$ cat src/rtl/ascon_ctrl_if.sv
`timescale 1ns/1ps
// Block handshake between the ASCON controller and the surrounding data path.
// Signal suffixes are from the controller's point of view.
interface ascon_ctrl_if;
    logic di_valid_i;
    logic di_ready_o;
    logic do_valid_o;
    logic do_ready_i;

    modport master (
        output di_valid_i,
        output do_ready_i,
        input  di_ready_o,
        input  do_valid_o
    );

    modport slave (
        input  di_valid_i,
        input  do_ready_i,
        output di_ready_o,
        output do_valid_o
    );
endinterface

$ cat src/rtl/ascon_ctrl.sv
`timescale 1ns/1ps
// ASCON AEAD sequencing controller: walks INIT, AD, MSG and FINAL phases one
// permutation round per enabled cycle and tells the datapath what to do.
module ascon_ctrl #(
    parameter int BLOCK_AW = 4
) (
    input  logic                clk_i,
    input  logic                rst_i,
    input  logic                start_i,
    input  logic                decrypt_i,
    input  logic [BLOCK_AW-1:0] ad_blocks_i,
    input  logic [BLOCK_AW-1:0] msg_blocks_i,
    ascon_ctrl_if.slave         hs,
    output logic [3:0]          op_o,
    output logic [3:0]          round_o,
    output logic [BLOCK_AW-1:0] blk_no_o,
    output logic                decrypt_o,
    output logic                state_we_o,
    output logic                tag_valid_o,
    output logic                busy_o,
    output logic                done_o
);

    typedef enum logic [2:0] {
        S_IDLE,
        S_INIT,
        S_AD,
        S_MSG,
        S_FINAL
    } state_t;

    localparam logic [3:0] OP_NONE      = 4'd0;
    localparam logic [3:0] OP_INIT_KEY  = 4'd1;
    localparam logic [3:0] OP_INIT_AD   = 4'd2;
    localparam logic [3:0] OP_INIT_NOAD = 4'd3;
    localparam logic [3:0] OP_AD_ABS    = 4'd4;
    localparam logic [3:0] OP_AD_SEP    = 4'd5;
    localparam logic [3:0] OP_MSG       = 4'd6;
    localparam logic [3:0] OP_MSG_LAST  = 4'd7;
    localparam logic [3:0] OP_TAG       = 4'd8;

    state_t              state_q, state_d;
    logic [3:0]          round_q, round_d;
    logic [BLOCK_AW-1:0] blk_q, blk_d;
    logic [BLOCK_AW-1:0] a_q, a_d;
    logic [BLOCK_AW-1:0] n_q, n_d;
    logic                dec_q, dec_d;
    logic                done_q, done_d;

    logic [3:0]          op;
    logic                advance;
    logic                di_ready;
    logic                do_valid;
    logic                last_ad;
    logic                last_msg;
    logic                has_ad;
    logic                multi_msg;

    assign has_ad    = (a_q != '0);
    assign multi_msg = (n_q > BLOCK_AW'(1));
    // Only meaningful inside AD (A>0) and MSG (N>1), so no underflow there.
    assign last_ad   = (blk_q == a_q - BLOCK_AW'(1));
    assign last_msg  = (blk_q == n_q - BLOCK_AW'(2));

    always_comb begin
        op       = OP_NONE;
        advance  = 1'b1;
        di_ready = 1'b0;
        do_valid = 1'b0;
        state_d  = state_q;
        round_d  = round_q;
        blk_d    = blk_q;
        a_d      = a_q;
        n_d      = n_q;
        dec_d    = dec_q;
        done_d   = 1'b0;

        unique case (state_q)
            S_INIT: begin
                if (round_q == 4'd0)       op = OP_INIT_KEY;
                else if (round_q == 4'd11) op = has_ad ? OP_INIT_AD : OP_INIT_NOAD;
            end
            S_AD: begin
                if (round_q == 4'd4)                 op = OP_AD_ABS;
                else if (round_q == 4'd11 && last_ad) op = OP_AD_SEP;
            end
            S_MSG: begin
                if (round_q == 4'd4) op = OP_MSG;
            end
            S_FINAL: begin
                if (round_q == 4'd0)       op = OP_MSG_LAST;
                else if (round_q == 4'd11) op = OP_TAG;
            end
            default: op = OP_NONE;
        endcase

        // Input-consuming rounds wait for data; output-producing ones also wait for the sink.
        if (op == OP_AD_ABS) begin
            di_ready = 1'b1;
            advance  = hs.di_valid_i;
        end else if (op == OP_MSG || op == OP_MSG_LAST) begin
            do_valid = hs.di_valid_i;
            di_ready = hs.do_ready_i;
            advance  = hs.di_valid_i & hs.do_ready_i;
        end

        if (state_q == S_IDLE) begin
            if (start_i) begin
                a_d     = ad_blocks_i;
                n_d     = (msg_blocks_i == '0) ? BLOCK_AW'(1) : msg_blocks_i;
                dec_d   = decrypt_i;
                round_d = 4'd0;
                blk_d   = '0;
                state_d = S_INIT;
            end
        end else if (advance) begin
            round_d = round_q + 4'd1;
            if (round_q == 4'd11) begin
                unique case (state_q)
                    S_INIT: begin
                        blk_d = '0;
                        if (has_ad) begin
                            state_d = S_AD;
                            round_d = 4'd4;
                        end else if (multi_msg) begin
                            state_d = S_MSG;
                            round_d = 4'd4;
                        end else begin
                            state_d = S_FINAL;
                            round_d = 4'd0;
                        end
                    end
                    S_AD: begin
                        if (last_ad) begin
                            blk_d   = '0;
                            state_d = multi_msg ? S_MSG : S_FINAL;
                            round_d = multi_msg ? 4'd4 : 4'd0;
                        end else begin
                            blk_d   = blk_q + BLOCK_AW'(1);
                            round_d = 4'd4;
                        end
                    end
                    S_MSG: begin
                        // Leaving the last full block lands blk on N-1 for FINAL.
                        blk_d   = blk_q + BLOCK_AW'(1);
                        state_d = last_msg ? S_FINAL : S_MSG;
                        round_d = last_msg ? 4'd0 : 4'd4;
                    end
                    S_FINAL: begin
                        state_d = S_IDLE;
                        round_d = 4'd0;
                        done_d  = 1'b1;
                    end
                    default: state_d = S_IDLE;
                endcase
            end
        end
    end

    always_ff @(posedge clk_i or posedge rst_i) begin
        if (rst_i) begin
            state_q <= S_IDLE;
            round_q <= '0;
            blk_q   <= '0;
            a_q     <= '0;
            n_q     <= '0;
            dec_q   <= 1'b0;
            done_q  <= 1'b0;
        end else begin
            state_q <= state_d;
            round_q <= round_d;
            blk_q   <= blk_d;
            a_q     <= a_d;
            n_q     <= n_d;
            dec_q   <= dec_d;
            done_q  <= done_d;
        end
    end

    assign busy_o        = (state_q != S_IDLE);
    assign state_we_o    = busy_o & advance;
    assign op_o          = op;
    assign round_o       = busy_o ? round_q : 4'd0;
    assign blk_no_o      = busy_o ? blk_q : '0;
    assign decrypt_o     = dec_q;
    assign tag_valid_o   = (op == OP_TAG);
    assign done_o        = done_q;
    assign hs.di_ready_o = di_ready;
    assign hs.do_valid_o = do_valid;

endmodule
$ cat src/flat_wrapper.sv
// flat-port wrapper written by rule: the top's interface ports become plain ports
module ascon_ctrl_flat 
#(
    parameter int BLOCK_AW = 4
)
  (clk_i, rst_i, start_i, decrypt_i, ad_blocks_i, msg_blocks_i, op_o, round_o, blk_no_o, decrypt_o, state_we_o, tag_valid_o, busy_o, done_o, hs_di_valid_i, hs_do_ready_i, hs_di_ready_o, hs_do_valid_o);
  ascon_ctrl_if hs_i ();
  input  logic clk_i;
  input  logic rst_i;
  input  logic start_i;
  input  logic decrypt_i;
  input  logic [BLOCK_AW-1:0] ad_blocks_i;
  input  logic [BLOCK_AW-1:0] msg_blocks_i;
  output logic [3:0] op_o;
  output logic [3:0] round_o;
  output logic [BLOCK_AW-1:0] blk_no_o;
  output logic decrypt_o;
  output logic state_we_o;
  output logic tag_valid_o;
  output logic busy_o;
  output logic done_o;
  input wire logic [$bits(hs_i.di_valid_i)-1:0] hs_di_valid_i;
  input wire logic [$bits(hs_i.do_ready_i)-1:0] hs_do_ready_i;
  output wire logic [$bits(hs_i.di_ready_o)-1:0] hs_di_ready_o;
  output wire logic [$bits(hs_i.do_valid_o)-1:0] hs_do_valid_o;
  assign hs_i.di_valid_i = hs_di_valid_i;
  assign hs_i.do_ready_i = hs_do_ready_i;
  assign hs_di_ready_o = hs_i.di_ready_o;
  assign hs_do_valid_o = hs_i.do_valid_o;
  ascon_ctrl #(.BLOCK_AW(BLOCK_AW)) u_core (.clk_i(clk_i), .rst_i(rst_i), .start_i(start_i), .decrypt_i(decrypt_i), .ad_blocks_i(ad_blocks_i), .msg_blocks_i(msg_blocks_i), .hs(hs_i), .op_o(op_o), .round_o(round_o), .blk_no_o(blk_no_o), .decrypt_o(decrypt_o), .state_we_o(state_we_o), .tag_valid_o(tag_valid_o), .busy_o(busy_o), .done_o(done_o));
endmodule
$ cat config.mk
export PLATFORM = sky130hd
export DESIGN_NAME = ascon_ctrl_flat
export DESIGN_NICKNAME = d
export VERILOG_FILES = /design/src/rtl/ascon_ctrl_if.sv /design/src/rtl/ascon_ctrl.sv /design/src/flat_wrapper.sv
export SDC_FILE = /design/constraint.sdc
export NUM_CORES = 1
export LEC_CHECK = 0
export ABC_AREA = 0
export CAP_MARGIN = 30
export CORE_ASPECT_RATIO = 1.25
export CORE_MARGIN = 4
export CORE_UTILIZATION = 50
export DETAILED_ROUTE_END_ITERATION = 10
export GPL_TIMING_DRIVEN = 0
export PLACE_DENSITY = 0.79
export SETUP_SLACK_MARGIN = 0.4
export SLEW_MARGIN = 10
export SYNTH_ARGS = -nofsm -noshare
export SYNTH_HDL_FRONTEND = slang
export SYNTH_SLANG_ARGS = --single-unit
$ cat constraint.sdc
create_clock -name clk_i -period 3.83 [get_ports clk_i]
set_input_delay 1.149 -clock clk_i [delete_from_list [all_inputs] [get_ports clk_i]]
set_output_delay 1.149 -clock clk_i [all_outputs]
set_load 0.01 [all_outputs]
* Yosys cells after proc, flatten, opt, wreduce, memory -nomap -nowiden
Cells that the tools add are included.
** Word-level totals
- Memory bits (read-only) :: 0
- Output and inout bits :: 19
- Register bits :: 21
- Latch bits :: 0
- Input port bits :: 14
- Logic and storage cells :: 87
- RAM bits :: 0
- Memories kept :: 0
** Operators by class
- Div/mod/pow operators :: 0
- Magnitude comparators :: 1
- Reduce and logical (&&, ||, !) cells :: 14
- Eq/ne operators :: 14
- Add/sub/neg operators :: 4
- Mux-type cells :: 45
- Shift-type cells :: 0
- Multipliers :: 0
- Bitwise operators :: 2
** Operators by type and width (number)
- $mux W4 :: 17
- $mux W3 :: 13
- $pmux W4 S4 :: 2
- $eq A4 B3 Y1 const B :: 4
- $pmux W4 S3 :: 1
- $mux W1 :: 11
- $pmux W3 S3 :: 1
- $add A4 B1 Y4 const B :: 2
- $eq A4 B4 Y1 :: 2
- $eq A4 B4 Y1 const B :: 2
- $logic_not A4 Y1 :: 2
- $reduce_and A4 Y1 :: 2
- $reduce_bool A4 Y1 :: 2
- $eq A3 B2 Y1 const B :: 2
- $gt A4 B1 Y1 const B :: 1
- $reduce_and A2 Y1 :: 2
- $reduce_bool A2 Y1 :: 2
- $sub A4 B1 Y4 const B :: 1
- $sub A4 B2 Y4 const B :: 1
- $eq A3 B1 Y1 const B :: 1
- $eq A3 B3 Y1 const B :: 1
- $logic_not A3 Y1 :: 1
- $ne A3 B1 Y1 const B :: 1
- $reduce_bool A3 Y1 :: 1
- other kinds (4) :: 5

* Longest topological paths before layout
Gate-level depths: netlist (run 1).
- Depth in word-level cells :: 12
- Depth in mapped cells :: 8
- Gate-level depth less buffers :: 7

* Worst setup path before layout (run 1)
Ideal clock, no wire load.
- Path kind :: input to output
- Start :: in hs_do_ready_i
- End :: out state_we_o
- Slack :: 0.617 ns
- Stages :: 4
- Arrival :: 2.064 ns
- Cell sequence :: or4b_1 > o211a_1 > o21ai_4 > inv_1
** On the way
- Word-level cells in the longest chain between the ends :: 4
** RTL lines
- start, declared :: line flat_wrapper.sv:23 : input wire logic [$bits(hs_i.do_ready_i)-1:0] hs_do_ready_i;
- $and A1 B1 Y1 :: line ascon_ctrl.sv:104 : advance = hs.di_valid_i & hs.do_ready_i;
- $mux W1 :: line ascon_ctrl.sv:101 : end else if (op == OP_MSG || op == OP_MSG_LAST) begin
- $mux W1 :: line ascon_ctrl.sv:98 : if (op == OP_AD_ABS) begin
- $and A1 B1 Y1 :: line ascon_ctrl.sv:181 : assign state_we_o = busy_o & advance;
- end, declared :: line flat_wrapper.sv:18 : output logic state_we_o;
No other way between the ends.

* Worst setup path in the final report (run 1)
Ends and elaborated chain as after synthesis.

==> results of run 1 <==
## sequential cells by signal, indices dropped and copies added, names as in the netlist
register	count
u_core.round_q	4
u_core.n_q	4
u_core.decrypt_o	1
u_core.state_q	3
u_core.a_q	4
u_core.blk_q	4
u_core.done_o	1
## metrics by stage
stage               util (%)  setup TNS [ps]  hold slack [ps]
finish                  66.6               0              521
global route            66.6               0              547
CTS                     66.4               0              528
detailed placement      64.5            -370              501
global placement        64.5            -336              484
floorplan                  -               0              469
## layout make-up
class                           instances  area, sq um  area share [%]
Inverter                               13         48.8            2.51
Buffer                                 10         46.3            2.38
Clock inverter                          1         5.00           0.257
Sequential cell                        21          526            27.0
Multi-Input combinational cell        127          927            47.7
Timing Repair Buffer                   35          324            16.7
Tap cell                               36         45.0            2.32
Clock buffer                            3         22.5            1.16
## metal layers
metal / GRT usage, % / wire (um) / vias up
met1: 21.8 / 1490 / 702
met4: 9.54 / 86 / 0
met5: 0 / 0 / -
met2: 34.9 / 1970 / 48
li1: - / - / 680
met3: 2.98 / 185 / 9
## worst register-to-register path, stage by stage, from the launching register on
cell and delay [ps]:
dfrtp_1 390, inv_1 50, ha_1 200, xnor3_1 300, nand3_2 130, o31ai_1 520
o21ai_0 180, o2bb2ai_1 150
## synth_stat cells, types with 3 or more instances
master,number,area share (%)
dfrtp_1,21,35
nor2_1,15,3.7
inv_1,13,3.2
o21ai_0,13,4.3
nand2_1,11,2.7
mux2_2,8,5.9
a21oi_1,6,2.0
and2_1,6,2.5
and3_1,5,2.1
buf_2,5,1.6
ha_1,5,4.1
nand3_1,5,1.6
nor3_1,5,1.6
xnor2_1,5,2.9
clkbuf_1,4,0.99
nand2b_1,4,1.6
o31ai_1,4,2.0
xor2_1,3,1.7
## where the power goes
| part | switching, W | total [W] | internal [W] |
|---|---|---|---|
| Clock | 0.0000709 | 0.000110 | 0.0000390 |
| Sequential | 0.0000936 | 0.000409 | 0.000316 |
| Combinational | 0.000491 | 0.000932 | 0.000442 |
## cell families after synthesis
family                   count (synthesis)
AND/OR/NAND/NOR                         63
AO/OA/AOI/OAI                           40
buffers and inverters                   23
flip-flops                              21
XOR/XNOR                                10
multiplexers                             9
adder cells (fa/ha/maj)                  5
## repair_timing
action                     CTS  global route
buffers inserted             3             0
pin swaps                    2             1
gates resized for setup      9            13
setup endpoints to repair   11             9
## path summary, 6_finish.rpt
kind                                   from          endpoint  slack, ps  depth (start not counted)
min reg2reg                u_core.decrypt_o  u_core.decrypt_o        520                          1
max                           hs_do_ready_i        state_we_o        490                          6
min in group asynchronous             rst_i     u_core.n_q[0]       1270                          2
max reg2reg                   u_core.a_q[1]   u_core.blk_q[3]       1820                          7
min                        u_core.decrypt_o  u_core.decrypt_o        520                          1
max in group asynchronous             rst_i     u_core.a_q[2]       2080                          2
==> results.md, run 1 <==
- Total grt overflow: 0
- Die W: 57.3 um
- H-tree levels: 1
- # nets final: 230
- Worst Skew: 8.75 ps
- Crit Path Class: input port to primary output
- CP max stage cell: or4b_1
- Worst path cell trace: clkbuf_2 > or4b_1 > o211a_1 > o21ai_4 > inv_1 > clkbuf_2
- Pins Over Slew Limit: 0
- Crit-path leading delay family: simple AND/OR/NAND/NOR gates
- Clock sinks: 21
- WP buf/inv: 3
- Mapped cell area: 1520 sq um
- Post-DP Area: 1880 sq um
- Xor and xnor fraction of the mapped netlist area: 7.67%
- Cell mode on critical path: clkbuf_2
- Number of enable flip-flop cells after synthesis: 0
- CTS clk-pin slew, worst paths: 110 ps
- DRC: 0
- Ports: 33
- First-pass GRT wire length: 6240 um
- Synth Area in Adders: 4.13%
- CP peak stage delay: 460 ps
- Core area: 2920 sq um
- Total CTS buffers: 3
- Starting DRT DRC Count: 35
- Worst-Margin Slew: 776 ps
- Port buffer count: 32
- Period minus WS final: 3340 ps
- #FFs+latches synth: 21
- Row count: 22
- Initial antenna violation count: 0
- Syn Area/Cell: 8.87 sq um
- Data arrival, critical path: 2190 ps
- Most frequent cells in the layout: clkdlybuf4s50_1, dfrtp_1, nor2_1, inv_1, o21ai_0
- RSZ-0062 raised after global routing: true
- CP Capture Type: primary output
- Largest family of logic cells by synthesized area: simple AND/OR/NAND/NOR gates
- Hold-fix buffer count after cts: 0
- Finish-stage setup viols: 0
- Syn nets: 190
- Leakage power: 0.862 nW
- Fin. Hold Viols: 0
- Worst skew pair latency: 310 ps
- Final Cell Area: 1940 sq um
- Most common cell after layout, fill and taps aside: clkdlybuf4s50_1
- CTS Root Cell: clkbuf_4
- Worst VDD drop: 0.000456 V
- ANT cells: 0
- Tot GR Track Use: 19.5%
- Status: complete, no violations
- Post-DP HPWL: 2770 um
- Total Wirelength: 3730 um
- Ys Warns: 0
- Non-Filler Instances: 246
- Dpl ws: -370 ps
- Initial core utilization: 52.0%
- Max Root-Sink Buffers: 2
- Post-synthesis mux area share: 6.60%
- FILL cells: 255
- Placed Cells: 239
- Compound-cell area share of the yosys netlist: 18.3%
- Antenna Nets Post-Route: 0
- Layout cells sized above 1: 15.2%
- Worst Path Required: 2680 ps
- Design Power: 0.00145 W
- Via-per-instance ratio: 5.85
- Tcrit/Tclk final: 87.3%
- Pre-antenna DRT Iters: 4
- Post-synthesis async set-or-reset flop share: 100%
- DIE HEIGHT: 69.6 um
- Startpoint type of the worst setup path: input port
- Wire per inst: 15.1 um
- Main flop type after synthesis: dfrtp_1
- Max Fclk: 0.299 GHz
- CP Max Fanout: 4
- Die area: 3980 sq um
- Vias in the first global route: 1466
- Library cells used by synthesis: 44
- Mapped Cells: 171
- Largest net degree at the start of global routing: 22
- Worst Hold Class: register to register
- Seq/Total Area, Yosys: 34.7%
- Routability congestion estimate: 0.921
- Final worst slack: 487 ps
- CTS tree: done
- Vias: 1439
- Max_cap viols: 0
- Layout area overhead: 28.2%
- Simple-gate portion of the synthesized area: 22.5%
- Slew headroom: 48.2%
- Power density cells: 747 nW/um^2
Power figures use the tool's default switching activity.
==> run 2, diff against run 1 <==
- CAP_MARGIN: 30 -> 5
- CTS_CLUSTER_DIAMETER: unset -> 80
- GPL_ROUTABILITY_DRIVEN: unset -> 0
==> run 2 against run 1 <==
Global-route usage is 0.14 points lower; power grew 1.0%; first-iteration DRC count grew 66%; routed wire length is 2.4% higher; cell area increased by 0.77%; critical path type unchanged; setup slack got worse by 53 ps.
==> results.md, run 2 (synthesis results as in run 1) <==
- Die W: 57.3 um (unchanged)
- Hold path startpoint: u_core.decrypt_o
- Starting DRT DRC Count: 58 (+66%)
- Period minus WS final: 3400 ps (+53.4 ps)
- Startpoint type of the worst setup path: input port
- Initial core utilization: 52.0% (unchanged)
- Worst VDD drop: 0.000416 V (-8.7%)
- Leakage power: 0.869 nW (+0.83%)
- Data arrival, critical path: 2250 ps (+60 ps)
- RR Startpoint: u_core.a_q[1]
- Clock sinks: 21 (unchanged)
- Slew headroom: 44.3% (-3.9 points)
- Via-per-instance ratio: 5.85 (about the same)
- Non-Filler Instances: 247 (+0.41%)
- CP Capture Type: primary output
- R2R cell count: 7 (unchanged)
- Worst path cell trace: clkbuf_2 > or4b_1 > o211a_1 > o21ai_4 > inv_1 > clkbuf_2
- Power density cells: 749 nW/um^2 (+0.27%)
- Total grt overflow: 0 (unchanged)
- Most frequent cells in the layout: clkdlybuf4s50_1, dfrtp_1, nor2_1, inv_1, o21ai_0
- Largest net degree at the start of global routing: 22 (unchanged)
- CP peak stage delay: 500 ps (+40 ps)
- Ports: 33 (unchanged)
- Hold-fix buffer count after cts: 0 (unchanged)
- Final Cell Area: 1960 sq um (+0.77%)
- Status: complete, no violations
- CTS Root Cell: clkbuf_4
- Wire per inst: 15.4 um (+1.9%)
- Max Root-Sink Buffers: 2 (unchanged)
- Crit-path leading delay family: simple AND/OR/NAND/NOR gates
- Finish-stage setup viols: 0 (unchanged)
- Port buffer count: 32 (unchanged)
- Max Fclk: 0.294 GHz (-1.6%)
- CTS clk-pin slew, worst paths: 120 ps (about the same)
- DRC: 0 (unchanged)
- Pins Over Slew Limit: 0 (unchanged)
- Antenna Nets Post-Route: 0 (unchanged)
- WHS Path Cells: 1 (unchanged)
- Initial antenna violation count: 0 (unchanged)
- Row count: 22 (unchanged)
- DIE HEIGHT: 69.6 um (unchanged)
- Cell mode on critical path: clkbuf_2
- CTS tree: done
- Worst Path Required: 2680 ps (about the same)
- Final hold slack: 522 ps (+0.518 ps)
- Worst Skew: 1.90 ps (-6.85 ps)
- Crit. Startpoint: hs_do_ready_i
- Worst Hold Class: register to register
- Die area: 3980 sq um (unchanged)
- Post-DP Area: 1880 sq um (unchanged)
- Vias in the first global route: 1433 (-2.3%)
- Worst-Margin Slew: 834 ps (+58.1 ps)
- Tcrit/Tclk final: 88.7% (+1.4 points)
- WP buf/inv: 3 (unchanged)
- Worst skew pair latency: 290 ps (-20 ps)
- Placed Cells: 239 (unchanged)
- Layout cells sized above 1: 15.2% (-0.072 points)
- Post-DP HPWL: 2900 um (+4.8%)
- Total Wirelength: 3810 um (+2.4%)
- RSZ-0062 raised after global routing: true
- CP Depth: 6 (unchanged)
- CP Max Fanout: 4 (unchanged)
- Crit Path Class: input port to primary output
- Most common cell after layout, fill and taps aside: clkdlybuf4s50_1
- Fin. Hold Viols: 0 (unchanged)
- Total CTS buffers: 3 (unchanged)
- Pre-antenna DRT Iters: 4 (unchanged)
- Core area: 2920 sq um (unchanged)
- Vias: 1445 (+0.42%)
- First-pass GRT wire length: 6170 um (-1.1%)
- H-tree levels: 1 (unchanged)
- Tot GR Track Use: 19.4% (-0.14 points)
- Final core utilization: 67.2% (+0.51 points)
- Layout area overhead: 29.2%
- Max_cap viols: 0 (unchanged)
- ANT cells: 0 (unchanged)
- CP max stage cell: or4b_1
- # nets final: 231 (+0.43%)
run 2: cell types whose count changed in the layout (fill, tap and decap cells not counted), sizes merged:
cell         change
buf              +1
clkinv           -1
dlygate4sd2      +1
run 2: area by class of cell:
type	count	area, sq um
inverters	13	48.8
well taps	36	45.0
clock buffers	4	26.3
flip-flops and latches	21	526
plain buffers	10	46.3
fillers	255	958
multi-input cells	127	932
repair buffers	36	335
run 2: repair_timing:
item	CTS	global route
setup endpoints to repair	11	9
resized for setup	10	11
pin swaps	2	2
setup buffers	4	0
run 2: path summary, 6_finish.rpt:
check | slack (ps) | to
max | 430 | state_we_o
min | 520 | u_core.decrypt_o
max reg2reg | 1800 | u_core.blk_q[3]
min reg2reg | 520 | u_core.decrypt_o
max in group asynchronous | 2010 | u_core.blk_q[1]
min in group asynchronous | 1310 | u_core.a_q[3]
run 2: metal layers:
metal,vias to the layer above,routed length [um],GRT usage (%)
li1,689,-,-
met5,-,0,0
met1,693,1510,21.6
met2,57,2020,34.6
met3,6,206,2.79
met4,0,81,10.1
run 2: through the flow:
step           TNS, ps  worst slack [ps]  power, W
4_1_cts              0               162   0.00145
3_5_place_dp      -387              -387   0.00130
6_report             0               434   0.00147
2_1_floorplan        0               617   0.00102
3_3_place_gp      -337              -337   0.00125
5_1_grt              0               368   0.00158
run 2: where the power goes:
group	total (W)	leakage [nW]	internal (W)	switching [W]
Combinational	0.000946	0.594	0.000451	0.000496
Sequential	0.000415	0.260	0.000316	0.0000990
Clock	0.000106	0.0150	0.0000405	0.0000653
==> run 3, diff against run 2 <==
- PLACE_DENSITY: 0.79 -> unset
- PLACE_DENSITY_LB_ADDON: unset -> 0.05
==> run 3 against run 2 <==
Final cell count rose by 0.40%; hold slack gained 3.1 ps; sequential share of layout area down 0.068 points; combinational power is 2.3% lower; clock skew rose by 5.8 ps.
==> results.md, run 3 (synthesis results as in run 1) <==
- Layout area overhead: 29.5%
- P_sw: 0.000634 W (-3.8%)
- Die W: 57.3 um (unchanged)
- Total grt overflow: 0 (unchanged)
- Storage cell area: 526 sq um (unchanged)
- Antenna Nets Post-Route: 0 (unchanged)
- Port buffer count: 32 (unchanged)
- Tot GR Track Use: 20.0% (+0.62 points)
- Clock sinks: 21 (unchanged)
- Max_cap viols: 0 (unchanged)
- Logic pwr share: 64.1% (-0.4 points)
- Worst Path Required: 2680 ps (about the same)
- DIE HEIGHT: 69.6 um (unchanged)
- CP Max Fanout: 4 (unchanged)
- Vias: 1401 (-3.0%)
- Sw Share: 44.0% (-0.98 points)
- Worst-Margin Slew: 811 ps (-22.6 ps)
- Post-DP HPWL: 2820 um (-2.8%)
- CTS Root Cell: clkbuf_4
- DRC: 0 (unchanged)
- RSZ-0062 raised after global routing: true
- Worst Hold Class: register to register
- Via-per-instance ratio: 5.65 (-3.4%)
- Ports: 33 (unchanged)
- H-tree levels: 1 (unchanged)
- Layout cells sized above 1: 16.0% (+0.87 points)
- CTS tree: done
- Wire length on met2: 1890 um (-6.2%)
- Row count: 22 (unchanged)
- CP Capture Type: primary output
- Total Wirelength: 3700 um (-2.9%)
- P_int: 0.000807 W (about the same)
- Post-DP Area: 1880 sq um (unchanged)
- Worst skew pair latency: 310 ps (+20 ps)
- Pins Over Slew Limit: 0 (unchanged)
- Status: complete, no violations
- Die area: 3980 sq um (unchanged)
- Pre-antenna DRT Iters: 4 (unchanged)
- Starting DRT DRC Count: 23 (-60%)
- CTS clk-pin slew, worst paths: 120 ps (about the same)
- Max Root-Sink Buffers: 2 (unchanged)
- First-pass GRT wire length: 6450 um (+4.6%)
- Final core utilization: 67.3% (+0.17 points)
- Startpoint type of the worst setup path: input port
- Worst Skew: 7.66 ps (+5.76 ps)
- Largest net degree at the start of global routing: 22 (unchanged)
- Initial core utilization: 52.0% (unchanged)
- Wire per inst: 14.9 um (-3.3%)
- # nets final: 232 (+0.43%)
- Multi-input logic area: 916 sq um (-1.7%)
- FILL cells: 262 (+2.7%)
- Vias in the first global route: 1425 (-0.56%)
- Worst VDD drop: 0.000403 V (-3.3%)
- Most frequent cells in the layout: clkdlybuf4s50_1, dfrtp_1, nor2_1, o21ai_0, inv_1
- Met3 wire len: 163 um (-21%)
- Leakage power: 0.891 nW (+2.5%)
- WL met1: 1560 um (+3.6%)
- Final Cell Area: 1960 sq um (+0.26%)
- Finish-stage setup viols: 0 (unchanged)
- Max Fclk: 0.288 GHz (-2.1%)
- Seq pwr share: 28.2% (about the same)
- ANT cells: 0 (unchanged)
- Tcrit/Tclk final: 90.6% (+1.9 points)
- Core area: 2920 sq um (unchanged)
- Top sig layer: met4
- Clock power frac: 7.7% (+0.5 points)
- Most common cell after layout, fill and taps aside: clkdlybuf4s50_1
- Total CTS buffers: 3 (unchanged)
- Period minus WS final: 3470 ps (+74.4 ps)
- Fin. Hold Viols: 0 (unchanged)
- Data arrival, critical path: 2320 ps (+70 ps)
- Initial antenna violation count: 0 (unchanged)
- Crit Path Class: input port to primary output
- Power density cells: 734 nW/um^2 (-2.0%)
- Slew headroom: 45.9% (+1.5 points)
run 3: power by group through the flow:
stage / clock, W / combinational [W] / sequential (W)
floorplan: 0 / 0.000635 / 0.000389
global placement: 0 / 0.000848 / 0.000406
detailed placement: 0 / 0.000879 / 0.000414
CTS: 0.000112 / 0.000914 / 0.000407
global route: 0.000124 / 0.00102 / 0.000425
finish: 0.000111 / 0.000924 / 0.000407
run 3: critical path, stage by stage:
cell and delay [ps]:
clkdlybuf4s15_2 210, or4b_1 470, o211a_1 170, o21ai_4 140
inv_1 50, buf_2 130
run 3: worst paths after layout:
| kind | slack (ps) | cells after the start | startpoint | end |
|---|---|---|---|---|
| hold reg to reg | 520 | 1 | u_core.decrypt_o | u_core.decrypt_o |
| setup reg to reg | 1740 | 9 | u_core.state_q[0] | u_core.round_q[2] |
| hold / removal | 520 | 1 | u_core.decrypt_o | u_core.decrypt_o |
| max in group asynchronous | 2030 | 2 | rst_i | u_core.round_q[3] |
| min in group asynchronous | 1300 | 2 | rst_i | u_core.n_q[3] |
| setup / recovery | 360 | 6 | hs_do_ready_i | state_we_o |
run 3: metal layers:
metal | global-route usage, % | vias up
li1 | - | 688
met5 | 0 | -
met2 | 34.7 | 40
met4 | 9.02 | 0
met1 | 24.3 | 665
met3 | 2.05 | 8
run 3: repair_timing:
action / 4_1_cts / 5_1_grt
buffers inserted: 4 / 1
gates resized for setup: 14 / 6
setup endpoints to repair: 11 / 10
hold buffers: 0 / 0
pin swaps: 2 / 1
run 3: final cells by class:
cell class	instances	share of cell area, %
clock buffers	3	1.15
flip-flops and latches	21	26.8
repair buffers	37	18.0
inverters	13	2.48
clock inverters	1	0.255
plain buffers	10	2.48
well taps	36	2.29
multi-input cells	127	46.6
run 3: stage by stage:
| step | setup TNS [ps] | power, W | hold slack [ps] | worst slack [ps] | instances |
|---|---|---|---|---|---|
| after floorplan | 0 | 0.00102 | 469 | 617 | 171 |
| after global placement | -340 | 0.00125 | 488 | -340 | 239 |
| after detailed placement | -369 | 0.00129 | 497 | -369 | 239 |
| after CTS | 0 | 0.00143 | 525 | 333 | 247 |
| after global routing | 0 | 0.00157 | 552 | 327 | 248 |
| final | 0 | 0.00144 | 525 | 359 | 248 |
